$ cat config.mk
export PLATFORM = sky130hd
export DESIGN_NAME = axi4l_gpio_flat
export DESIGN_NICKNAME = d
export VERILOG_FILES = /design/src/rtl/axi4l_gpio_if.sv /design/src/rtl/axi4l_gpio.sv /design/src/flat_wrapper.sv
export SDC_FILE = /design/constraint.sdc
export NUM_CORES = 1
export LEC_CHECK = 0
export ABC_CLOCK_PERIOD_IN_PS = 19250
export CAP_MARGIN = 40
export CORE_MARGIN = 10
export CORE_UTILIZATION = 50
export DETAILED_ROUTE_END_ITERATION = 10
export PLACE_DENSITY = 0.86
export SYNTH_ARGS = -nofsm -noshare
export SYNTH_HDL_FRONTEND = slang
export SYNTH_SLANG_ARGS = --single-unit
$ cat constraint.sdc
create_clock -name aclk -period 19.25 [get_ports aclk]
set_input_delay 3.85 -clock aclk [delete_from_list [all_inputs] [get_ports aclk]]
set_output_delay 3.85 -clock aclk [all_outputs]
set_load 0.01 [all_outputs]
$ cat src/rtl/axi4l_gpio_if.sv
// AXI4-Lite bus bundle for the GPIO block: five channels, 32-bit address/data.
interface axi4l_gpio_if;
  logic        awvalid;
  logic        awready;
  logic [31:0] awaddr;
  logic [2:0]  awprot;
  logic        wvalid;
  logic        wready;
  logic [31:0] wdata;
  logic [3:0]  wstrb;
  logic        bvalid;
  logic        bready;
  logic [1:0]  bresp;
  logic        arvalid;
  logic        arready;
  logic [31:0] araddr;
  logic [2:0]  arprot;
  logic        rvalid;
  logic        rready;
  logic [31:0] rdata;
  logic [1:0]  rresp;

  modport master (
    output awvalid, awaddr, awprot, wvalid, wdata, wstrb, bready, arvalid, araddr, arprot, rready,
    input  awready, wready, bvalid, bresp, arready, rvalid, rdata, rresp
  );

  modport slave (
    input  awvalid, awaddr, awprot, wvalid, wdata, wstrb, bready, arvalid, araddr, arprot, rready,
    output awready, wready, bvalid, bresp, arready, rvalid, rdata, rresp
  );
endinterface

$ cat src/rtl/axi4l_gpio.sv
// AXI4-Lite GPIO: DOUT/DIR/DIN registers with a 2-flop input synchronizer.
// Optional edge interrupt (IRQ_STAT/IRQ_EN, irq output) enabled by defining GPIO_IRQ_EN.
module axi4l_gpio #(
  parameter int NGPIO = 32
) (
  input  logic             aclk,
  input  logic             areset,
  axi4l_gpio_if.slave      bus,
  input  logic [NGPIO-1:0] gpio_i,
  output logic [NGPIO-1:0] gpio_o,
  output logic [NGPIO-1:0] gpio_oe,
  output logic             irq
);
  localparam logic [1:0] RESP_OKAY   = 2'b00;
  localparam logic [1:0] RESP_SLVERR = 2'b10;

  function automatic logic [31:0] strb_mask(input logic [3:0] s);
    return {{8{s[3]}}, {8{s[2]}}, {8{s[1]}}, {8{s[0]}}};
  endfunction

  function automatic logic wr_mapped(input logic [2:0] idx);
    logic m;
    case (idx)
      3'd0, 3'd1: m = 1'b1;
`ifdef GPIO_IRQ_EN
      3'd3, 3'd4: m = 1'b1;
`endif
      default:    m = 1'b0;
    endcase
    return m;
  endfunction

  logic             live;
  logic             aw_held, w_held;
  logic [2:0]       aw_idx_q;
  logic [31:0]      w_data_q;
  logic [3:0]       w_strb_q;
  logic             bvalid_q, rvalid_q;
  logic [1:0]       bresp_q, rresp_q;
  logic [31:0]      rdata_q;
  logic [NGPIO-1:0] dout, dir, sync_p0, sync_p1;

  logic             awready_c, wready_c, arready_c;
  logic             aw_hs, w_hs, ar_hs, commit, wr_ok, rd_ok;
  logic [2:0]       wr_idx;
  logic [31:0]      wr_data, byte_m, wr_bits, rd_val;
  logic [3:0]       wr_strb;
  logic [NGPIO-1:0] wb_set, wb_msk;

`ifdef GPIO_IRQ_EN
  logic [NGPIO-1:0] irq_stat, irq_en, sync_prev;
`endif

  // live gates the ready outputs low until the first clock after reset release
  assign awready_c   = live && !aw_held && !bvalid_q;
  assign wready_c    = live && !w_held && !bvalid_q;
  assign arready_c   = live && !rvalid_q;
  assign bus.awready = awready_c;
  assign bus.wready  = wready_c;
  assign bus.arready = arready_c;
  assign bus.bvalid  = bvalid_q;
  assign bus.bresp   = bresp_q;
  assign bus.rvalid  = rvalid_q;
  assign bus.rresp   = rresp_q;
  assign bus.rdata   = rdata_q;
  assign gpio_o      = dout;
  assign gpio_oe     = dir;

  always_comb begin
    aw_hs   = bus.awvalid && awready_c;
    w_hs    = bus.wvalid && wready_c;
    ar_hs   = bus.arvalid && arready_c;
    wr_idx  = aw_held ? aw_idx_q : bus.awaddr[4:2];
    wr_data = w_held ? w_data_q : bus.wdata;
    wr_strb = w_held ? w_strb_q : bus.wstrb;
    commit  = (aw_held || aw_hs) && (w_held || w_hs);
    wr_ok   = wr_mapped(wr_idx);
    byte_m  = strb_mask(wr_strb);
    wr_bits = wr_data & byte_m;
    wb_set  = wr_bits[NGPIO-1:0];
    wb_msk  = byte_m[NGPIO-1:0];
  end

  always_comb begin
    rd_ok  = 1'b1;
    rd_val = '0;
    case (bus.araddr[4:2])
      3'd0:    rd_val = 32'(dout);
      3'd1:    rd_val = 32'(dir);
      3'd2:    rd_val = 32'(sync_p1);
`ifdef GPIO_IRQ_EN
      3'd3:    rd_val = 32'(irq_stat);
      3'd4:    rd_val = 32'(irq_en);
`endif
      default: rd_ok = 1'b0;
    endcase
  end

  always_ff @(posedge aclk or posedge areset) begin
    if (areset) begin
      live     <= 1'b0;
      aw_held  <= 1'b0;
      w_held   <= 1'b0;
      aw_idx_q <= '0;
      w_data_q <= '0;
      w_strb_q <= '0;
      bvalid_q <= 1'b0;
      bresp_q  <= RESP_OKAY;
      rvalid_q <= 1'b0;
      rresp_q  <= RESP_OKAY;
      rdata_q  <= '0;
      dout     <= '0;
      dir      <= '0;
      sync_p0  <= '0;
      sync_p1  <= '0;
    end else begin
      live    <= 1'b1;
      sync_p0 <= gpio_i;
      sync_p1 <= sync_p0;
      // write side: a commit consumes whatever halves are held or arriving now
      if (commit) begin
        aw_held  <= 1'b0;
        w_held   <= 1'b0;
        bvalid_q <= 1'b1;
        bresp_q  <= wr_ok ? RESP_OKAY : RESP_SLVERR;
        if (wr_idx == 3'd0) dout <= (dout & ~wb_msk) | wb_set;
        if (wr_idx == 3'd1) dir  <= (dir & ~wb_msk) | wb_set;
      end else begin
        if (aw_hs) begin
          aw_held  <= 1'b1;
          aw_idx_q <= bus.awaddr[4:2];
        end
        if (w_hs) begin
          w_held   <= 1'b1;
          w_data_q <= bus.wdata;
          w_strb_q <= bus.wstrb;
        end
        if (bvalid_q && bus.bready) bvalid_q <= 1'b0;
      end
      // read side samples registers before any same-edge write lands
      if (ar_hs) begin
        rvalid_q <= 1'b1;
        rdata_q  <= rd_ok ? rd_val : 32'd0;
        rresp_q  <= rd_ok ? RESP_OKAY : RESP_SLVERR;
      end else if (rvalid_q && bus.rready) begin
        rvalid_q <= 1'b0;
      end
    end
  end

`ifdef GPIO_IRQ_EN
  // edge set takes priority over a W1C clear of the same bit
  always_ff @(posedge aclk or posedge areset) begin
    if (areset) begin
      sync_prev <= '0;
      irq_stat  <= '0;
      irq_en    <= '0;
      irq       <= 1'b0;
    end else begin
      sync_prev <= sync_p1;
      irq_stat  <= (irq_stat & ~((commit && wr_idx == 3'd3) ? wb_set : '0)) | (sync_p1 & ~sync_prev);
      if (commit && wr_idx == 3'd4) irq_en <= (irq_en & ~wb_msk) | wb_set;
      irq       <= |(irq_stat & irq_en);
    end
  end
`else
  assign irq = 1'b0;
`endif

  logic unused_bits;
  assign unused_bits = ^{bus.awaddr[31:5], bus.awaddr[1:0], bus.araddr[31:5], bus.araddr[1:0],
                         bus.awprot, bus.arprot};
endmodule

$ cat src/flat_wrapper.sv
// flat-port wrapper written by rule: the top's interface ports become plain ports
module axi4l_gpio_flat 
#(
  parameter int NGPIO = 32
)
  (aclk, areset, gpio_i, gpio_o, gpio_oe, irq, bus_awvalid, bus_awaddr, bus_awprot, bus_wvalid, bus_wdata, bus_wstrb, bus_bready, bus_arvalid, bus_araddr, bus_arprot, bus_rready, bus_awready, bus_wready, bus_bvalid, bus_bresp, bus_arready, bus_rvalid, bus_rdata, bus_rresp);
  axi4l_gpio_if bus_i ();
  input  logic aclk;
  input  logic areset;
  input  logic [NGPIO-1:0] gpio_i;
  output logic [NGPIO-1:0] gpio_o;
  output logic [NGPIO-1:0] gpio_oe;
  output logic irq;
  input wire logic [$bits(bus_i.awvalid)-1:0] bus_awvalid;
  input wire logic [$bits(bus_i.awaddr)-1:0] bus_awaddr;
  input wire logic [$bits(bus_i.awprot)-1:0] bus_awprot;
  input wire logic [$bits(bus_i.wvalid)-1:0] bus_wvalid;
  input wire logic [$bits(bus_i.wdata)-1:0] bus_wdata;
  input wire logic [$bits(bus_i.wstrb)-1:0] bus_wstrb;
  input wire logic [$bits(bus_i.bready)-1:0] bus_bready;
  input wire logic [$bits(bus_i.arvalid)-1:0] bus_arvalid;
  input wire logic [$bits(bus_i.araddr)-1:0] bus_araddr;
  input wire logic [$bits(bus_i.arprot)-1:0] bus_arprot;
  input wire logic [$bits(bus_i.rready)-1:0] bus_rready;
  output wire logic [$bits(bus_i.awready)-1:0] bus_awready;
  output wire logic [$bits(bus_i.wready)-1:0] bus_wready;
  output wire logic [$bits(bus_i.bvalid)-1:0] bus_bvalid;
  output wire logic [$bits(bus_i.bresp)-1:0] bus_bresp;
  output wire logic [$bits(bus_i.arready)-1:0] bus_arready;
  output wire logic [$bits(bus_i.rvalid)-1:0] bus_rvalid;
  output wire logic [$bits(bus_i.rdata)-1:0] bus_rdata;
  output wire logic [$bits(bus_i.rresp)-1:0] bus_rresp;
  assign bus_i.awvalid = bus_awvalid;
  assign bus_i.awaddr = bus_awaddr;
  assign bus_i.awprot = bus_awprot;
  assign bus_i.wvalid = bus_wvalid;
  assign bus_i.wdata = bus_wdata;
  assign bus_i.wstrb = bus_wstrb;
  assign bus_i.bready = bus_bready;
  assign bus_i.arvalid = bus_arvalid;
  assign bus_i.araddr = bus_araddr;
  assign bus_i.arprot = bus_arprot;
  assign bus_i.rready = bus_rready;
  assign bus_awready = bus_i.awready;
  assign bus_wready = bus_i.wready;
  assign bus_bvalid = bus_i.bvalid;
  assign bus_bresp = bus_i.bresp;
  assign bus_arready = bus_i.arready;
  assign bus_rvalid = bus_i.rvalid;
  assign bus_rdata = bus_i.rdata;
  assign bus_rresp = bus_i.rresp;
  axi4l_gpio #(.NGPIO(NGPIO)) u_core (.aclk(aclk), .areset(areset), .bus(bus_i), .gpio_i(gpio_i), .gpio_o(gpio_o), .gpio_oe(gpio_oe), .irq(irq));
endmodule
== Yosys cells after proc, flatten, opt, wreduce, memory -nomap -nowiden ==
Cells that the tools add are included.
Storage, ports and cells
  register bits after elaboration: 208
  logic and storage cells: 71
Cells by class
  eq/ne operators: 3
  bitwise operators: 7
  muxes and demuxes: 17
  reductions and logical operators: 29
Operators by type and width (number)
  32-bit bitwise AND: 3
  32-bit one-hot mux with 3 select lines: 1
  32-bit two-way mux: 2
  32-bit bitwise OR: 2
  32-bit inverter: 1
  1-bit logical AND: 11
  1-bit two-way mux: 10
  2-bit AND reduction: 4
  2-bit nonzero test: 4
  3-bit by 1-bit == test with 1-bit output (second input constant): 2
  3-bit logical NOT: 2
  1-bit logical NOT: 4
  2-bit two-way mux: 2
  4-bit two-way mux: 1
  3-bit by 2-bit == test with 1-bit output (second input constant): 1
  3-bit two-way mux: 1
  3-bit OR reduction: 1
  1-bit logical OR: 2
  2-bit OR reduction: 1
  1-bit inverter: 1

== Longest topological paths before layout ==
Gate-level depths: netlist of the first run.
  word-level depth: 8
  depth in mapped cells: 7
  gate-level depth less buffers: 4

== Worst setup path before layout of the first run ==
Ideal clock, no wire load.
  path kind: in2reg
  start: in bus_awvalid
  end: reg (tool-made name)
  buffers on the path: 1
  stages: 5
  slack: 13959 ps
  arrival: 5166 ps
  setup time: 125 ps
  cell sequence: and3b_1 -> o22ai_1 -> buf_4 -> nor4_4 -> mux2_2
RTL lines
  start, declared: RTL line flat_wrapper.sv:14  | input wire logic [$bits(bus_i.awvalid)-1:0] bus_awvalid;

==> key figures, run 1 <==
Outcome
  • Status: complete, no violations

Yosys
  • Ys async rst share: between 90% and 100%
  • Main synth FF type: dfrtp_1
  • Area contributors post-synth: dfrtp_1 (64%), mux2_2 (19%), mux2i_1 (4.6%), a22o_1 (3.5%), o21ai_0 (2.1%)
  • Top-area cell type share of the netlist area: 63.7%
  • Register area share after synthesis: 63.7%
  • Most frequent cells after synthesis: dfrtp_1 (206), mux2_2 (137), mux2i_1 (37)
  • Synth area leader: dfrtp_1
  • Number of flops mapped to enable cells by yosys: 0
  • Yosys warns: 0
  • Synth Cell Area: 0.00809 mm²
  • Synth cell types: 25
  • Synthesized instance count: 542
  • Top-count cell post-synth: dfrtp_1
  • Synth Area per Inst: 14.9 µm²
  • FF+latch count, synth: between 200 and 250

Power and ir drop
  • VDD IR-drop max: roughly 0.000076 V
  • PwrDens: 140 mW/mm²
  • P_leak: 4.82 nW
  • Sw Pwr: 0.000442 W
  • Int Power: between 0.001 and 0.0015 W
  • Clock Power Share: roughly 28%
  • Net Sw Frac: between 20% and 30%
  • Seq pwr share: around two fifths
  • Comb pwr share: 30.7%

Clock network
  • Post-CTS Setup Inserts: 0
  • CTS Buf Count: 22
  • Root Buffer: clkbuf_16
  • CTS max path bufs: 3
  • Clk Latency, worst-skew pair: 0.49 ns
  • Clock-pin slew on the worst setup and hold paths: 0.06 ns
  • CTS tree: yes
  • Resized cells post-CTS: 0
  • H-tree Lvls: 1
  • CTS sink count: 206
  • Hold-fix buffers, CTS: 0

Worst hold path
  • Worst hold-check path type: reg -> reg

Route
  • Vias: around 5200
  • Via-to-Cell Ratio: 5.41
  • First-pass iteration count of the detailed router: 4
  • Residual DRC: 0
  • Total wire length: 21.1 mm
  • Routed Antenna Nets: 0
  • Drt first-iter violations: around 230
  • WL/cell: between 20 and 25 µm

Placement
  • Placed insts: about 930
  • Detail Placement HPWL: 14.7 mm
  • # port buffers: 183
  • Gpl congestion: 0.778

Floorplan
  • Die height: 147 µm
  • Std cell rows: 46
  • Initial Util: 51.0%
  • Io pins: 251
  • Core area: between 0.015 and 0.02 mm²
  • DIE AREA: ~0.022 mm²
  • Die X: 147 µm

STA
  • Worst slew margin: approximately half
  • # setup viols final: 0
  • Setup Skew: 0.0106 ns
  • Endpoints failing hold: 0
  • Fmax: 0.174 GHz
  • Final period util: 29.8%
  • Period minus WS final: 5.74 ns
  • Unrepaired setup endpoints after global routing: false
  • Final TNS setup: 0 ns
  • Slew @ Worst Pin: 0.770 ns
  • Final Max Slew Viols: 0

GRT
  • First-pass GRT wire length: approximately 34 mm
  • Vias in the first global route: 6026
  • Total GRT Usage: 19.3%
  • Global route overflow: 0
  • Largest net degree at the start of global routing: 91
  • Initial antenna violation count: 0

Critical path
  • Critical Path Source Type: primary input
  • Worst setup EP type: register
  • Setup CP Type: in -> reg
  • Crit path max fanout: 8
  • Worst EP required: approximately 20 ns
  • CP arrival: roughly 6 ns

Final layout
  • Final nets: 878
  • P&R area growth vs syn: 35.9%
  • Share of cells above drive strength 1: 25.9%
  • Finished Layout Cells: 966

Job
  • MaxCap Viol Count: 0
-- cells by family (layout without fill, tap and decap cells) --
| logic type | after synthesis | in the layout | share of synthesized area (%) |
|---|---|---|---|
| AND/OR/NAND/NOR | 55 | 55 | 4.64 |
| other | 2 | 5 | 0.0928 |
| AO/OA/AOI/OAI | 71 | 71 | 6.00 |
| multiplexers | 174 | 174 | 23.6 |
| flip-flops | 206 | 206 | 63.7 |
| buffers and inverters | 34 | 239 | 1.95 |
-- final timing paths --
path / start / end / slack [ns] / depth (start not counted)
hold reg to reg: u_core.sync_p0[11]$_DFF_PP0_ / u_core.sync_p1[11]$_DFF_PP0_ / 0.34 / 0
min in group asynchronous: areset / u_core.w_data_q[9]$_DFFE_PP0P_ / 3.80 / 2
hold / removal: u_core.sync_p0[11]$_DFF_PP0_ / u_core.sync_p1[11]$_DFF_PP0_ / 0.34 / 0
max in group asynchronous: areset / u_core.w_held$_DFFE_PP0P_ / 13.94 / 4
setup / recovery: bus_awvalid / register / 13.51 / 6
setup reg to reg: u_core.aw_held$_DFFE_PP0P_ / register / 16.87 / 5
-- cell type report --
cell class	instances	area (µm²)
fillers	1084	4890
flip-flops and latches	206	5160
multi-input cells	304	2820
diodes	1	2.50
clock inverters	4	95.1
clock buffers	36	654
inverters	4	22.5
well taps	216	270
repair buffers	195	1980
-- layout by cell type, fill, tap and decap left out, drive strengths merged --
master,count
nor2b,2
nor3,3
o21ai,34
nand2b,1
nand3b,2
diode,1
buf,13
nand2,33
inv,4
a211oi,1
clkinv,1
nor2,4
nor4,8
conb,4
o21a,1
a21oi,2
clkbuf,36
mux2,137
bufinv,3
mux2i,37
dfrtp,206
clkdlybuf4s50,182
and3b,2
o22ai,1
a22o,32
-- power by group through the flow --
stage	Clock [W]	Combinational, W	Sequential, W
floorplan	0	0.000232	0.000645
global placement	0	0.000436	0.000644
detailed placement	0	0.000479	0.000641
CTS	0.000442	0.000482	0.000635
global route	0.000461	0.000508	0.000650
finish	0.000432	0.000474	0.000636
-- layer usage --
layer,track usage (%),vias to the layer above,wire length (µm)
li1,-,2320,-
met1,22.4,2690,8490
met2,33.5,167,10800
met3,5.44,50,1310
met4,6.69,0,554
met5,0,-,0
-- stage by stage --
step / utilization [%] / instance area (µm²) / total power (W) / setup WS [ns] / hold slack, ns
floorplan: - / 8100 / 0.000876 / 9.78 / 0.331
global placement: 63.8 / 10100 / 0.00108 / 13.04 / 0.332
detailed placement: 64.5 / 10200 / 0.00112 / 13.01 / 0.335
CTS: 69.2 / 11000 / 0.00156 / 13.52 / 0.346
global route: 69.2 / 11000 / 0.00162 / 13.45 / 0.349
finish: 69.2 / 11000 / 0.00154 / 13.51 / 0.344
-- worst max-delay path, cell delays in order --
cell and delay, ns:
clkdlybuf4s50_1 0.51, and3b_1 0.23, o22ai_2 0.18, buf_8 0.21, nor4_4 0.71, mux2_2 0.42
(Power assumes the default switching activity.)
==> run 2, diff against run 1 <==
Settings changed: ABC_CLOCK_PERIOD_IN_PS 19250 to 4800, CORE_UTILIZATION 50 to 42, PLACE_DENSITY 0.86 to 0.77.
Clock period 19.25 ns to 4.8 ns, I/O delays scaled along.
==> run 2 against run 1 <==
Compared with the run above: core utilization decreased by 10 points; cell count increased by 4.7%; non-clock buffer count stayed put; combinational power grew to 4.0 times the previous value; via count up 0.36%; worst hold slack got worse by 0.0014 ns; sequential power grew to 4.0 times the previous value; clock-buffer cell count shrank 2; largest cell class unchanged.
==> key figures, run 2 (synthesis gave the netlist of run 1 again) <==
Power and ir drop
  • PwrDens: 560 mW/mm²
  • VDD IR-drop max: 0.000344 V
  • P_leak: ~4.8 nW

Worst hold path
  • Worst Hold Path EP: u_core.sync_p1[24]$_DFF_PP0_
  • Hold depth: 0
  • Hold Startpoint: u_core.sync_p0[24]$_DFF_PP0_
  • Worst hold-check path type: reg -> reg

Final layout
  • Most frequent cells in the layout: dfrtp_1 (205), clkdlybuf4s50_1 (182), mux2_2 (137)
  • P&R area growth vs syn: 36.8%
  • Final nets: 879
  • Fill cell count: 1435
  • Finished Layout Cells: 1011
  • Most common cell after layout, fill and taps aside: dfrtp_1
  • Layout Cell Area excl Fill: ~0.011 mm²
  • Share of cells above drive strength 1: 26.8%

STA
  • Worst slew margin: 47.0%
  • Endpoints failing hold: 0
  • Final TNS setup: 0 ns
  • Unrepaired setup endpoints after global routing: false
  • Setup ws final: around 1.8 ns
  • Final Max Slew Viols: 0
  • Fmax: roughly 0.33 GHz
  • Setup Skew: 0.00877 ns
  • # setup viols final: 0
  • Period minus WS final: 3.02 ns
  • Slew @ Worst Pin: 0.794 ns
  • Final period util: a little over three fifths

Critical path
  • CP max stage delay: 0.52 ns
  • CP arrival: 2.06 ns
  • Worst flop-to-flop path startpoint: u_core.w_held$_DFFE_PP0P_
  • Worst EP required: 3.84 ns
  • Worst setup EP type: output port
  • Crit path max fanout: 39
  • Crit-path cells: buf_4 > nor2_1 > clkdlybuf4s50_1
  • Setup CP Type: reg -> out
  • Delay-heaviest family, CP: buffers and inverters
  • Reg2Reg Depth: 5
  • CP max-delay cell: buf_4
  • CP Buf/Inv Count: 2
  • Critical Path Source Type: register
  • Reg2reg setup slack: 2.26 ns
  • RR Endpoint: u_core.w_data_q[25]$_DFFE_PP0P_

Route
  • Residual DRC: 0
  • Routed Antenna Nets: 0
  • First-pass iteration count of the detailed router: 4
  • Drt first-iter violations: 257
  • Total wire length: about 22 mm
  • Vias: between 5000 and 6000
  • WL/cell: ~22 µm
  • Via-to-Cell Ratio: 5.19

Job
  • MaxCap Viol Count: 0

Clock network
  • CTS tree: yes
  • H-tree Lvls: 1
  • Resized cells post-CTS: 0
  • Hold-fix buffers, CTS: 0
  • CTS sink count: 206
  • CTS max path bufs: 3
  • Root Buffer: clkbuf_16
  • Clock-pin slew on the worst setup and hold paths: around 0.060 ns
  • Clk Latency, worst-skew pair: 0.50 ns
  • Post-CTS Setup Inserts: 0
  • CTS Buf Count: 23

Placement
  • Area post-placement: 0.0103 mm²
  • # port buffers: around 180
  • Gpl congestion: between 0.7 and 0.8
  • Placed insts: slightly below 1000
  • Setup WS pre-CTS: 1.48 ns
  • Detail Placement HPWL: 14.7 mm

Outcome
  • Status: complete, no violations

GRT
  • Largest net degree at the start of global routing: 139
  • First-pass GRT wire length: about 34 mm
  • Vias in the first global route: 5972
  • Initial antenna violation count: 2
  • Total GRT Usage: 16.8%
  • Global route overflow: 0

Floorplan
  • Initial Util: 43.0%
  • Die X: 159 µm
  • Die height: ~160 µm
  • Core area: 0.0188 mm²
  • DIE AREA: 0.0252 mm²
  • Std cell rows: 50
  • Io pins: 251
## run 2: cell count changes in the layout (fill, tap and decap cells not counted), sizes merged
cell      change
clkbuf        -2
clkinvlp      +1
bufinv        -1
clkinv        +4
inv           -1
## run 2: through the flow
| step | power (W) | hold WS [ns] | util [%] |
|---|---|---|---|
| floorplan | 0.00351 | 0.331 | - |
| global placement | 0.00436 | 0.333 | 54.3 |
| detailed placement | 0.00449 | 0.335 | 54.7 |
| CTS | 0.00628 | 0.346 | 58.8 |
| global route | 0.00653 | 0.351 | 58.8 |
| finish | 0.00620 | 0.343 | 58.8 |
## run 2: power breakdown
part	switching, W	total [W]	internal, W
combinational	0.000806	0.00191	0.00111
sequential	0.000323	0.00253	0.00221
clock	0.000668	0.00176	0.00109
total	0.00180	0.00620	0.00441
## run 2: cell type report
class | instances | area [µm²] | share of cell area, %
Antenna cell | 1 | 2.50 | 0.0226
Clock buffer | 34 | 687 | 6.20
Clock inverter | 7 | 88.8 | 0.802
Inverter | 4 | 18.8 | 0.170
Multi-Input combinational cell | 304 | 2820 | 25.4
Sequential cell | 206 | 5160 | 46.6
Tap cell | 260 | 325 | 2.94
Timing Repair Buffer | 195 | 1980 | 17.9
## run 2: worst max-delay path by stage
stage	from	to	cells past startpoint
2_1_floorplan	areset	asynchronous set/reset pin	1
3_3_place_gp	bus_araddr[3]	u_core.bus.rdata[8]$_DFFE_PP0P_	5
3_5_place_dp	bus_awvalid	register	6
4_1_cts	u_core.w_held$_DFFE_PP0P_	bus_wready	3
5_1_grt	u_core.w_held$_DFFE_PP0P_	bus_wready	3
6_report	u_core.w_held$_DFFE_PP0P_	bus_wready	3
## run 2: routing by layer
metal	vias up	routed length, µm	GRT usage [%]
li1	2334	-	-
met1	2704	8750	19.1
met2	161	11200	30.0
met3	45	1340	4.44
met4	2	499	5.19
met5	-	13	0
==> run 3, diff against run 2 <==
Settings changed: ABC_CLOCK_PERIOD_IN_PS 4800 to 3150, CORE_UTILIZATION 42 to 47, PLACE_DENSITY 0.77 to 0.82.
Clock period 4.8 ns to 3.15 ns, I/O delays scaled along.
==> run 3 against run 2 <==
Compared with the run above: worst setup slack got worse by 1.2 ns; clock power increased by 40%; clock skew up 0.0012 ns; combinational power grew 49%; critical endpoint unchanged; largest power group unchanged.
==> key figures, run 3 (synthesis gave the netlist of run 1 again) <==
Outcome
  • Status: complete, no violations

Power and ir drop
  • VDD IR-drop max: between 0.0005 and 0.0006 V
  • Seq pwr share: 42.5%
  • Comb pwr share: 30.8%
  • PwrDens: 834 mW/mm²
  • P_leak: a little under 5 nW
  • Int Power: around 0.0065 W
  • Sw Pwr: roughly 0.0027 W
  • Net Sw Frac: between 20% and 30%
  • Clock Power Share: a little over a quarter

GRT
  • GR Util met3: 4.83%
  • First-pass GRT wire length: around 32 mm
  • Met1 GRT Util: between 20 and 25%
  • GR peak layer: met2
  • Largest net degree at the start of global routing: 61
  • Total GRT Usage: 18.1%
  • M2 GR Usage: 30.9%
  • Global route overflow: 0
  • Vias in the first global route: just under 6000
  • Initial antenna violation count: 0

Critical path
  • Worst flop-to-flop path startpoint: u_core.w_held$_DFFE_PP0P_
  • Reg2Reg Depth: 5
  • CP startpoint: u_core.w_held$_DFFE_PP0P_
  • Crit path max fanout: 22
  • Critical Path Source Type: register
  • Worst setup EP type: output port
  • Setup CP Type: reg -> out
  • Setup crit end: bus_wready
  • Reg2reg setup slack: 0.80 ns
  • CP arrival: 1.95 ns
  • Worst EP required: 2.52 ns

Clock network
  • CTS tree: yes
  • H-tree Lvls: 1
  • CTS sink count: between 200 and 250
  • Root Buffer: clkbuf_16
  • Clock-pin slew on the worst setup and hold paths: 0.06 ns
  • CTS Buf Count: 22
  • CTS max path bufs: 3
  • Clk Latency, worst-skew pair: 0.49 ns
  • Resized cells post-CTS: 0
  • Post-CTS Setup Inserts: 0
  • Hold-fix buffers, CTS: 0

STA
  • Slew @ Worst Pin: a little over 0.9 ns
  • Unrepaired setup endpoints after global routing: false
  • # setup viols final: 0
  • Final period util: 82.0%
  • Hold Slack: around 0.35 ns
  • Period minus WS final: 2.58 ns
  • Final Max Slew Viols: 0
  • Worst slew margin: 38.5%
  • Fmax: 0.387 GHz
  • Setup ws final: 0.567 ns
  • Setup Skew: roughly 0.0099 ns
  • Endpoints failing hold: 0

Placement
  • Gpl congestion: 0.776
  • Setup WS pre-CTS: between 0.4 and 0.5 ns
  • Placed insts: 941
  • # port buffers: ~180
  • Detail Placement HPWL: between 10 and 15 mm

Floorplan
  • Initial Util: 48.3%
  • DIE AREA: about 0.023 mm²
  • Io pins: 251
  • Die X: 151 µm
  • Die height: ~150 µm
  • Std cell rows: 47
  • Core area: roughly 0.017 mm²

Final layout
  • Diode count: 0
  • Share of cells above drive strength 1: 27.2%
  • P&R area growth vs syn: 36.5%
  • Finished Layout Cells: 977
  • Most frequent cells in the layout: dfrtp_1 (205), clkdlybuf4s50_1 (182), mux2_2 (137)
  • Most common cell after layout, fill and taps aside: dfrtp_1
  • Final core occ: around two thirds
  • Storage cell area: a little over 0.005 mm²
  • Fill cell count: 1202
  • Final nets: 890
  • Multi-input logic area: 0.00282 mm²

Route
  • Routed Antenna Nets: 0
  • First-pass iteration count of the detailed router: 4
  • Via-to-Cell Ratio: 5.34
  • Vias: 5214
  • Residual DRC: 0
  • WL/cell: between 20 and 25 µm
  • Total wire length: 21.3 mm
  • Drt first-iter violations: between 150 and 200

Job
  • MaxCap Viol Count: 0

Worst hold path
  • Worst hold-check path type: reg -> reg
==> run 3: how the worst min path moves through the flow <==
stage,startpoint,end,cells after the start
5_1_grt,u_core.sync_p0[21]$_DFF_PP0_,u_core.sync_p1[21]$_DFF_PP0_,0
3_5_place_dp,u_core.sync_p0[18]$_DFF_PP0_,u_core.sync_p1[18]$_DFF_PP0_,0
4_1_cts,u_core.sync_p0[21]$_DFF_PP0_,u_core.sync_p1[21]$_DFF_PP0_,0
6_report,u_core.sync_p0[21]$_DFF_PP0_,u_core.sync_p1[21]$_DFF_PP0_,0
2_1_floorplan,u_core.sync_p0[0]$_DFF_PP0_,u_core.sync_p1[0]$_DFF_PP0_,0
3_3_place_gp,u_core.sync_p0[28]$_DFF_PP0_,u_core.sync_p1[28]$_DFF_PP0_,0
==> run 3: per-layer routing <==
layer / part of all wire, % / up-vias
li1: - / 2337
met1: 41 / 2694
met2: 50 / 150
met3: 6.9 / 33
met4: 2.2 / 0
met5: 0 / -
==> run 3: per-stage QoR <==
stage               power (W)  setup TNS, ns  instance area, µm²
floorplan             0.00536         -31.37                8110
global placement      0.00665              0               10300
detailed placement    0.00683              0               10400
CTS                   0.00932              0               11000
global route          0.00968              0               11000
finish                0.00922              0               11000
==> run 3: worst max-delay path, stage by stage, from the launching register on <==
cell	delay [ns]
dfrtp_2	0.64
nor2_1	0.25
clkdlybuf4s50_1	0.58
==> run 3: layout make-up <==
cell class	count	share of cell area [%]
clock buffers	32	5.79
clock inverters	4	0.464
inverters	4	0.170
multi-input cells	304	25.5
flip-flops and latches	206	46.7
well taps	220	2.49
repair buffers	207	18.9
==> run 3: power by group through the flow <==
stage,registers (W),logic [W],clock network [W]
after floorplan,0.00394,0.00142,0
after global placement,0.00389,0.00276,0
after detailed placement,0.00395,0.00287,0
after CTS,0.00391,0.00289,0.00251
after global routing,0.00400,0.00305,0.00263
final,0.00392,0.00284,0.00246
